<file path="src/rtl/i2s_tx_frame.sv">
// Multi-channel I2S/TDM serialiser: one-frame holding buffer, internal bit-clock divider, underrun counting.
// Optional build macro I2S_TX_UNDERRUN_HOLD_EN: when defined, an underrun replays the last loaded frame image.
module i2s_tx_frame #(
    parameter int CHANNELS = 2,
    parameter int SAMPLE_W = 24,
    parameter int SLOT_W   = 32,
    parameter int BCLK_DIV = 16
) (
    input  logic                         clk,
    input  logic                         reset,
    input  logic                         enable,
    input  logic [CHANNELS*SAMPLE_W-1:0] sample_data,
    input  logic                         sample_valid,
    output logic                         sample_ready,
    output logic                         bclk,
    output logic                         lrclk,
    output logic                         sdata,
    output logic                         frame_start,
    output logic [15:0]                  underrun_cnt
);

    localparam int FRAME = CHANNELS * SLOT_W;
    localparam int DIV_W = $clog2(BCLK_DIV);
    localparam int BIT_W = $clog2(FRAME);
    localparam logic [DIV_W-1:0] DIV_LAST = DIV_W'(BCLK_DIV - 1);
    localparam logic [BIT_W-1:0] BIT_LAST = BIT_W'(FRAME - 1);
    localparam logic [BIT_W-1:0] BIT_HALF = BIT_W'(FRAME / 2);

    logic [CHANNELS*SAMPLE_W-1:0] buf_reg, buf_next;
    logic                         buf_full_reg, buf_full_next;
    logic [DIV_W-1:0]             div_cnt_reg, div_cnt_next;
    logic [BIT_W-1:0]             bit_cnt_reg, bit_cnt_next;
    logic [FRAME-1:0]             shreg_reg, shreg_next;
    logic                         bclk_reg, bclk_next;
    logic                         lrclk_reg, lrclk_next;
    logic                         sdata_reg, sdata_next;
    logic                         frame_start_reg, frame_start_next;
    logic [15:0]                  underrun_cnt_reg, underrun_cnt_next;

    logic [FRAME-1:0] buf_image;
    logic [FRAME-1:0] underrun_image;
    logic             xfer;
    logic             fall_evt;
    logic             frame_load;

    // Each slot carries its sample MSB-aligned; channel 0 leads the frame.
    for (genvar gi = 0; gi < CHANNELS; gi++) begin : g_slot
        assign buf_image[FRAME-1-gi*SLOT_W -: SLOT_W] =
            SLOT_W'(buf_reg[(CHANNELS-gi)*SAMPLE_W-1 -: SAMPLE_W]) << (SLOT_W - SAMPLE_W);
    end

`ifdef I2S_TX_UNDERRUN_HOLD_EN
    logic [FRAME-1:0] hold_reg, hold_next;

    assign underrun_image = hold_reg;

    always_ff @(posedge clk) begin
        if (reset) begin
            hold_reg <= '0;
        end else begin
            hold_reg <= hold_next;
        end
    end

    always_comb begin
        hold_next = hold_reg;
        if (frame_load && buf_full_reg) begin
            hold_next = buf_image;
        end
    end
`else
    assign underrun_image = '0;
`endif

    assign xfer       = sample_valid && !buf_full_reg;
    assign fall_evt   = enable && bclk_reg && (div_cnt_reg == DIV_LAST);
    assign frame_load = fall_evt && (bit_cnt_reg == '0);

    always_comb begin
        buf_next          = buf_reg;
        buf_full_next     = buf_full_reg;
        div_cnt_next      = div_cnt_reg;
        bit_cnt_next      = bit_cnt_reg;
        shreg_next        = shreg_reg;
        bclk_next         = bclk_reg;
        lrclk_next        = lrclk_reg;
        sdata_next        = sdata_reg;
        frame_start_next  = 1'b0;
        underrun_cnt_next = underrun_cnt_reg;

        if (xfer) begin
            buf_next      = sample_data;
            buf_full_next = 1'b1;
        end

        if (!enable) begin
            div_cnt_next = '0;
            bit_cnt_next = '0;
            shreg_next   = '0;
            bclk_next    = 1'b0;
            lrclk_next   = 1'b0;
            sdata_next   = 1'b0;
        end else begin
            if (div_cnt_reg == DIV_LAST) begin
                div_cnt_next = '0;
                bclk_next    = !bclk_reg;
            end else begin
                div_cnt_next = div_cnt_reg + DIV_W'(1);
            end

            if (fall_evt) begin
                sdata_next   = shreg_reg[FRAME-1];
                shreg_next   = shreg_reg << 1;
                bit_cnt_next = (bit_cnt_reg == BIT_LAST) ? '0 : bit_cnt_reg + BIT_W'(1);
                if (bit_cnt_reg == '0) begin
                    lrclk_next = 1'b0;
                end else if (bit_cnt_reg == BIT_HALF) begin
                    lrclk_next = 1'b1;
                end

                // The load overrides the shift, so the old MSB still leaves first (one-bit delay).
                if (frame_load) begin
                    frame_start_next = 1'b1;
                    if (buf_full_reg) begin
                        shreg_next    = buf_image;
                        buf_full_next = 1'b0;
                    end else begin
                        shreg_next = underrun_image;
                        if (underrun_cnt_reg != 16'hFFFF) begin
                            underrun_cnt_next = underrun_cnt_reg + 16'd1;
                        end
                    end
                end
            end
        end
    end

    always_ff @(posedge clk) begin
        if (reset) begin
            buf_reg          <= '0;
            buf_full_reg     <= 1'b0;
            div_cnt_reg      <= '0;
            bit_cnt_reg      <= '0;
            shreg_reg        <= '0;
            bclk_reg         <= 1'b0;
            lrclk_reg        <= 1'b0;
            sdata_reg        <= 1'b0;
            frame_start_reg  <= 1'b0;
            underrun_cnt_reg <= '0;
        end else begin
            buf_reg          <= buf_next;
            buf_full_reg     <= buf_full_next;
            div_cnt_reg      <= div_cnt_next;
            bit_cnt_reg      <= bit_cnt_next;
            shreg_reg        <= shreg_next;
            bclk_reg         <= bclk_next;
            lrclk_reg        <= lrclk_next;
            sdata_reg        <= sdata_next;
            frame_start_reg  <= frame_start_next;
            underrun_cnt_reg <= underrun_cnt_next;
        end
    end

    assign sample_ready = !buf_full_reg;
    assign bclk         = bclk_reg;
    assign lrclk        = lrclk_reg;
    assign sdata        = sdata_reg;
    assign frame_start  = frame_start_reg;
    assign underrun_cnt = underrun_cnt_reg;

endmodule

</file>
<file path="config.mk">
export PLATFORM = sky130hd
export DESIGN_NAME = i2s_tx_frame
export DESIGN_NICKNAME = d
export VERILOG_FILES = /design/src/rtl/i2s_tx_frame.sv
export SDC_FILE = /design/constraint.sdc
export NUM_CORES = 1
export LEC_CHECK = 0
export CORE_ASPECT_RATIO = 1.1
export CORE_MARGIN = 2
export CORE_UTILIZATION = 45
export CTS_CLUSTER_SIZE = 14
export DETAILED_ROUTE_END_ITERATION = 6
export PLACE_DENSITY = 0.67
export SETUP_SLACK_MARGIN = 0.1
export SLEW_MARGIN = 5
export SYNTH_ARGS = -nofsm -noshare
export SYNTH_HDL_FRONTEND = slang
export SYNTH_SLANG_ARGS = --single-unit
</file>
<file path="constraint.sdc">
create_clock -name clk -period 3.9 [get_ports clk]
set_clock_uncertainty 0.2 [all_clocks]
set_input_delay 0.39 -clock clk [delete_from_list [all_inputs] [get_ports clk]]
set_output_delay 0.39 -clock clk [all_outputs]
set_load 0.02 [all_outputs]
</file>
---- Yosys cells after proc, flatten, opt, wreduce, memory -nomap -nowiden ----
Index checks and enable logic that the tools add are counted.
cells by class
  $add $sub $neg .......................... 3
  $mul .................................... 0
  divide/modulo/power cells ............... 0
  order comparisons ....................... 0
  equality and inequality tests ........... 4
  shift operators ......................... 0
  mux-type cells .......................... 11
  bitwise logic cells ..................... 3
  reduce and logical (&&, ||, !) cells .... 13
operators with widths
  cell                     number
  $mux W64                 2
  $add A16 B1 Y16 const B  1
  $ne A16 B16 Y1 const B   1
  $eq A6 B6 Y1 const B     2
  $mux W1                  8
  $add A6 B1 Y6 const B    1
  $logic_not A6 Y1         1
  $mux W6                  1
  $reduce_or A3 Y1         2
  $reduce_and A5 Y1        1
  $add A4 B1 Y4 const B    1
  $eq A4 B4 Y1 const B     1
  $logic_and A1 B1 Y1      4
  $not A1 Y1               3
  $logic_not A1 Y1         2
  $reduce_and A2 Y1        1
  $reduce_bool A2 Y1       1
  $reduce_or A2 Y1         1
storage, ports and cells
  flip-flop bits (word level) ............. 143
  latch bits .............................. 0
  memory bits (writable) .................. 0
  ROM bits ................................ 0
  input port bits ......................... 52
  output and inout bits ................... 21
  logic and storage cells ................. 44
  memories ................................ 0

---- Logic depth before layout (Yosys ltp) ----
  depth after elaboration ................. 7
  mapped depth ............................ 8

---- Least setup slack after synthesis ----
No wires, ideal clock.
  path type ............................... register to register
  from .................................... register underrun_cnt_reg[2] (netlist: underrun_cnt[2])
  to ...................................... register underrun_cnt_reg[15] (netlist: underrun_cnt[15])
  library setup time ...................... 123 ps
  arrival ................................. 1,883 ps
  required time ........................... 3,577 ps
  slack ................................... 1,694 ps
  stages on the path, launching flop included .. 6
  buffers on the path ..................... 1
  clock period less this slack ............ 2,206 ps
  cells stage by stage .................... dfxtp_1 nand4_1 or4_1 clkbuf_1 nand4_1 mux2_1
between the ends
  longest elaborated chain between the ends .. 2
ends and longest elaborated chain
  item                                                     line  RTL
  from (decl)                                              38    logic [15:0] underrun_cnt_reg, underrun_cnt_next;
  from (signal assigned)                                   160   underrun_cnt_reg <= underrun_cnt_next;
  branches (longest 2 deep; another with $add A16 B1 Y16)  --
Several ways; the timed one is not identified.
A chain may end at the register's enable or synchronous reset.

---- Worst setup path in the final report ----
  from .................................... register bit_cnt_reg[0]
  to ...................................... register shreg_reg[46]
between the ends
  longest elaborated chain between the ends .. 3
ends and longest elaborated chain
  item                    line  RTL
  from (decl)             32    logic [BIT_W-1:0] bit_cnt_reg, bit_cnt_next;
  from (signal assigned)  154   bit_cnt_reg <= bit_cnt_next;
  $logic_not A6 Y1        77    assign frame_load = fall_evt && (bit_cnt_reg == '0);
  $logic_and A1 B1 Y1     77
  $mux W64                122   if (frame_load) begin
  to (signal assigned)    155   shreg_reg <= shreg_next;
  to (decl)               33    logic [FRAME-1:0] shreg_reg, shreg_next;
No other way between the ends.

==> impl_results.md <==
* CP bufs+invs at 2
* Fin crit share at 0.640
* Tightest Pin Transition at 1020 ps
* CP cell instances: inv_1, ha_1, or4b_4, nor2_4, buf_4, nand3_1, a311oi_1
* Slew Viols, Final at 0
* Synth Area in Compound Gates at 0.161
* Area grow syn2layout at 24.2%
* RR Startpoint: bit_cnt_reg[0]$_SDFFE_PP0N_
* FF-to-FF setup slack at 1410 ps
* Most frequent cells in the layout: 171 x nand2_1, 134 x dfxtp_1, 71 x a21oi_1, 71 x clkdlybuf4s50_1, 63 x nor2_1
* Vias in the first global route at 4909
* Top cells by area, synth: dfxtp_1 48%, nand2_1 11%, a311oi_1 7.6%
* RSZ-0062 raised after global routing: no
* Final hold violation count at 0
* Design Area, Final at 6980 um^2
* # resized after CTS at 0
* Clock-pin transition on the worst setup and hold timing paths at 60 ps
* RR Endpoint: shreg_reg[46]$_SDFFE_PP0N_
* Syn_nets at 756
* Ant. Diodes at 0
* Placement row count at 42
* Slowest-stage cell, CP: or4b_4
* Clock buffer depth at 2
* #FFs+latches synth at 135
* Largest fanout on the critical path at 19
* Number of synthesized flops with an enable pin at 0
* Status: completed
* Postcts setup bufs at 0
* Yosys warns at 0
* Die Width at 111 um
* Beginning of the worst hold path: shreg_reg[36]$_SDFFE_PP0N_
* Async set-reset flop share out of synthesis at 0
* Routed len/inst at 14.5 um
* CP required at 4020 ps
* Die Y at 121 um
* Worst hold path type: reg -> reg
* H-tree Lvls at 4
* Fillers at 1102
* Layout Nets at 799
* Switching part of the total power at 0.221
* Global-route wire length before repair at 22.6 mm
* Core Area at 12100 um^2
* Drt total wl at 13.2 mm
* Mapped Cells at 700
* Hold Path End: shreg_reg[37]$_SDFFE_PP0N_
* CP delay by family, top: simple AND/OR/NAND/NOR gates
* Synth Area in Adders at 0.00891
* Final min period at 2490 ps
* Post-synth top area cell: dfxtp_1
* Power share of the clock group at 0.496
* Commonest non-fill, non-tap cell in the layout: nand2_1
* Post-synthesis mux area share at 0.00802
* Hold Path Depth at 2
* Dpl cell area at 6390 um^2
* Share of layout cells above drive strength 1 at 0.0714
* I/O pins at 73
* Primary FF master, synth: dfxtp_1
* Largest family of logic cells by synthesized area: simple AND/OR/NAND/NOR gates
* PD cells at 452 nW/um^2
* Synth Area in Simple Gates at 0.285
* Synthesized area at 5620 um^2
* Maximum clock rate at 401 MHz
* Total GRT Usage at 0.203
* R2r worst-path depth at 7
* Critical path class: reg -> reg
* Max reg flops at 56
* Clock latency on the worst-skew pair at 410 ps
* Sinks on Clock Net at 135
* Initial antenna violation count at 0
* Final setup fails at 0
* Cts hold-fix bufs at 0
* CP max stage delay at 510 ps
* DR DRC count at 0
* Largest net degree at the start of global routing at 72
* Slew headroom at 0.322
* Drt via density at 5.54
* CP Capture Type: flip-flop
* Worst EP arrival at 2610 ps
* Comb power frac at 0.050
* Sequential power share at 0.454
* Total gr overflow at 0
* Post-synth top area share at 0.481
* Final GP Congestion at 0.793
* Setup tns final at 0 ps
* Vias at 5040
* Synth cell types at 43
* Initial DRC Count at 284
* Max rail drop VDD at 0.000320 V
* Hpwl dp at 8.31 mm
* Drt pass-1 iters at 6
* Nature of the critical path startpoint: flip-flop
* Syn Area/Cell at 8.02 um^2
* P_sw at 0.697 mW
* WP depth at 7
* Leakage at 2.21 nW
* CTS tree: yes
* Root Buffer: clkbuf_16
* Final ANT Viol Nets at 0
* Max Cap Violations at 0
* Post-synthesis xor/xnor area fraction at 0.0109
* Pint at 2.45 mW
* I/O Buffers at 72
* Die area at 13400 um^2
* Initial Util at 0.465
* Seq/Total Area, Yosys at 0.481
* Cts bufs inserted at 17
## power by group through the flow
stage	sequential [mW]	clock, mW	combinational, mW
3_3_place_gp	1.46	0	0.154
4_1_cts	1.43	1.59	0.159
5_1_grt	1.43	1.65	0.175
3_5_place_dp	1.46	0	0.158
2_1_floorplan	1.45	0	0.0875
6_report	1.43	1.56	0.157
## worst reg2reg max path, stage by stage, from the launching register on
cell and delay, ps:
dfxtp_1 340, inv_1 70, ha_1 160, or4b_4 510, nor2_4 370, buf_4 330, nand3_1 120, a311oi_1 310
## routing by layer
layer	global-route usage	wire length (um)	vias to the layer above
met1	0.251	6090	2394
met5	0	0	-
met3	0.0465	447	18
met4	0.0820	210	0
met2	0.343	6480	88
li1	-	-	2540
## how the worst max path moves through the flow
stage | start | endpoint | slack, ps
detailed placement | enable | underrun_cnt[14]$_SDFFE_PP0P_ | 1300
floorplan | underrun_cnt[2]$_SDFFE_PP0P_ | underrun_cnt[15]$_SDFFE_PP0P_ | 1690
global placement | enable | underrun_cnt[13]$_SDFFE_PP0P_ | 1370
finish | bit_cnt_reg[0]$_SDFFE_PP0N_ | shreg_reg[46]$_SDFFE_PP0N_ | 1410
global route | bit_cnt_reg[0]$_SDFFE_PP0N_ | shreg_reg[41]$_SDFFE_PP0N_ | 1250
CTS | bit_cnt_reg[0]$_SDFFE_PP0N_ | shreg_reg[41]$_SDFFE_PP0N_ | 1380
## per-stage QoR
stage | instances | total power, mW | worst slack (ps) | util | hold WS, ps
after floorplan | 700 | 1.54 | 1690 | - | 232
after global placement | 878 | 1.61 | 1370 | 0.529 | 238
after detailed placement | 878 | 1.62 | 1300 | 0.529 | 248
after CTS | 910 | 3.18 | 1380 | 0.577 | 250
after global routing | 910 | 3.26 | 1250 | 0.577 | 270
final | 910 | 3.15 | 1410 | 0.577 | 247
## layout make-up
type / instances / area [um^2] / area share
clock buffers: 20 / 457 / 0.0655
clock inverters: 12 / 128 / 0.0183
inverters: 6 / 22.5 / 0.00323
multi-input cells: 501 / 2680 / 0.385
flip-flops and latches: 135 / 2700 / 0.388
well taps: 154 / 193 / 0.0276
repair buffers: 82 / 791 / 0.113
## synthesized netlist by cell type (4+ instances only)
library cell and instances:
nand2_1 171, dfxtp_1 135, a21oi_1 71, nor2_1 64, nand3_1 57, a311oi_1 49
clkbuf_1 49, nand4_1 12, buf_2 6, inv_1 6, nor2b_1 6, nor3_1 6
nor4_1 6, o41ai_1 5, xnor2_1 5, and3_1 4, ha_1 4, mux2_1 4
or4_1 4
## logic make-up (layout without fill, tap and decap cells)
kind of cell / Yosys count / after routing
buffers and inverters: 64 / 120
flip-flops: 135 / 135
multiplexers: 4 / 4
AO/OA/AOI/OAI: 136 / 136
AND/OR/NAND/NOR: 350 / 350
XOR/XNOR: 7 / 7
adder cells (fa/ha/maj): 4 / 4
No activity file was read; power rests on OpenSTA's default activity.
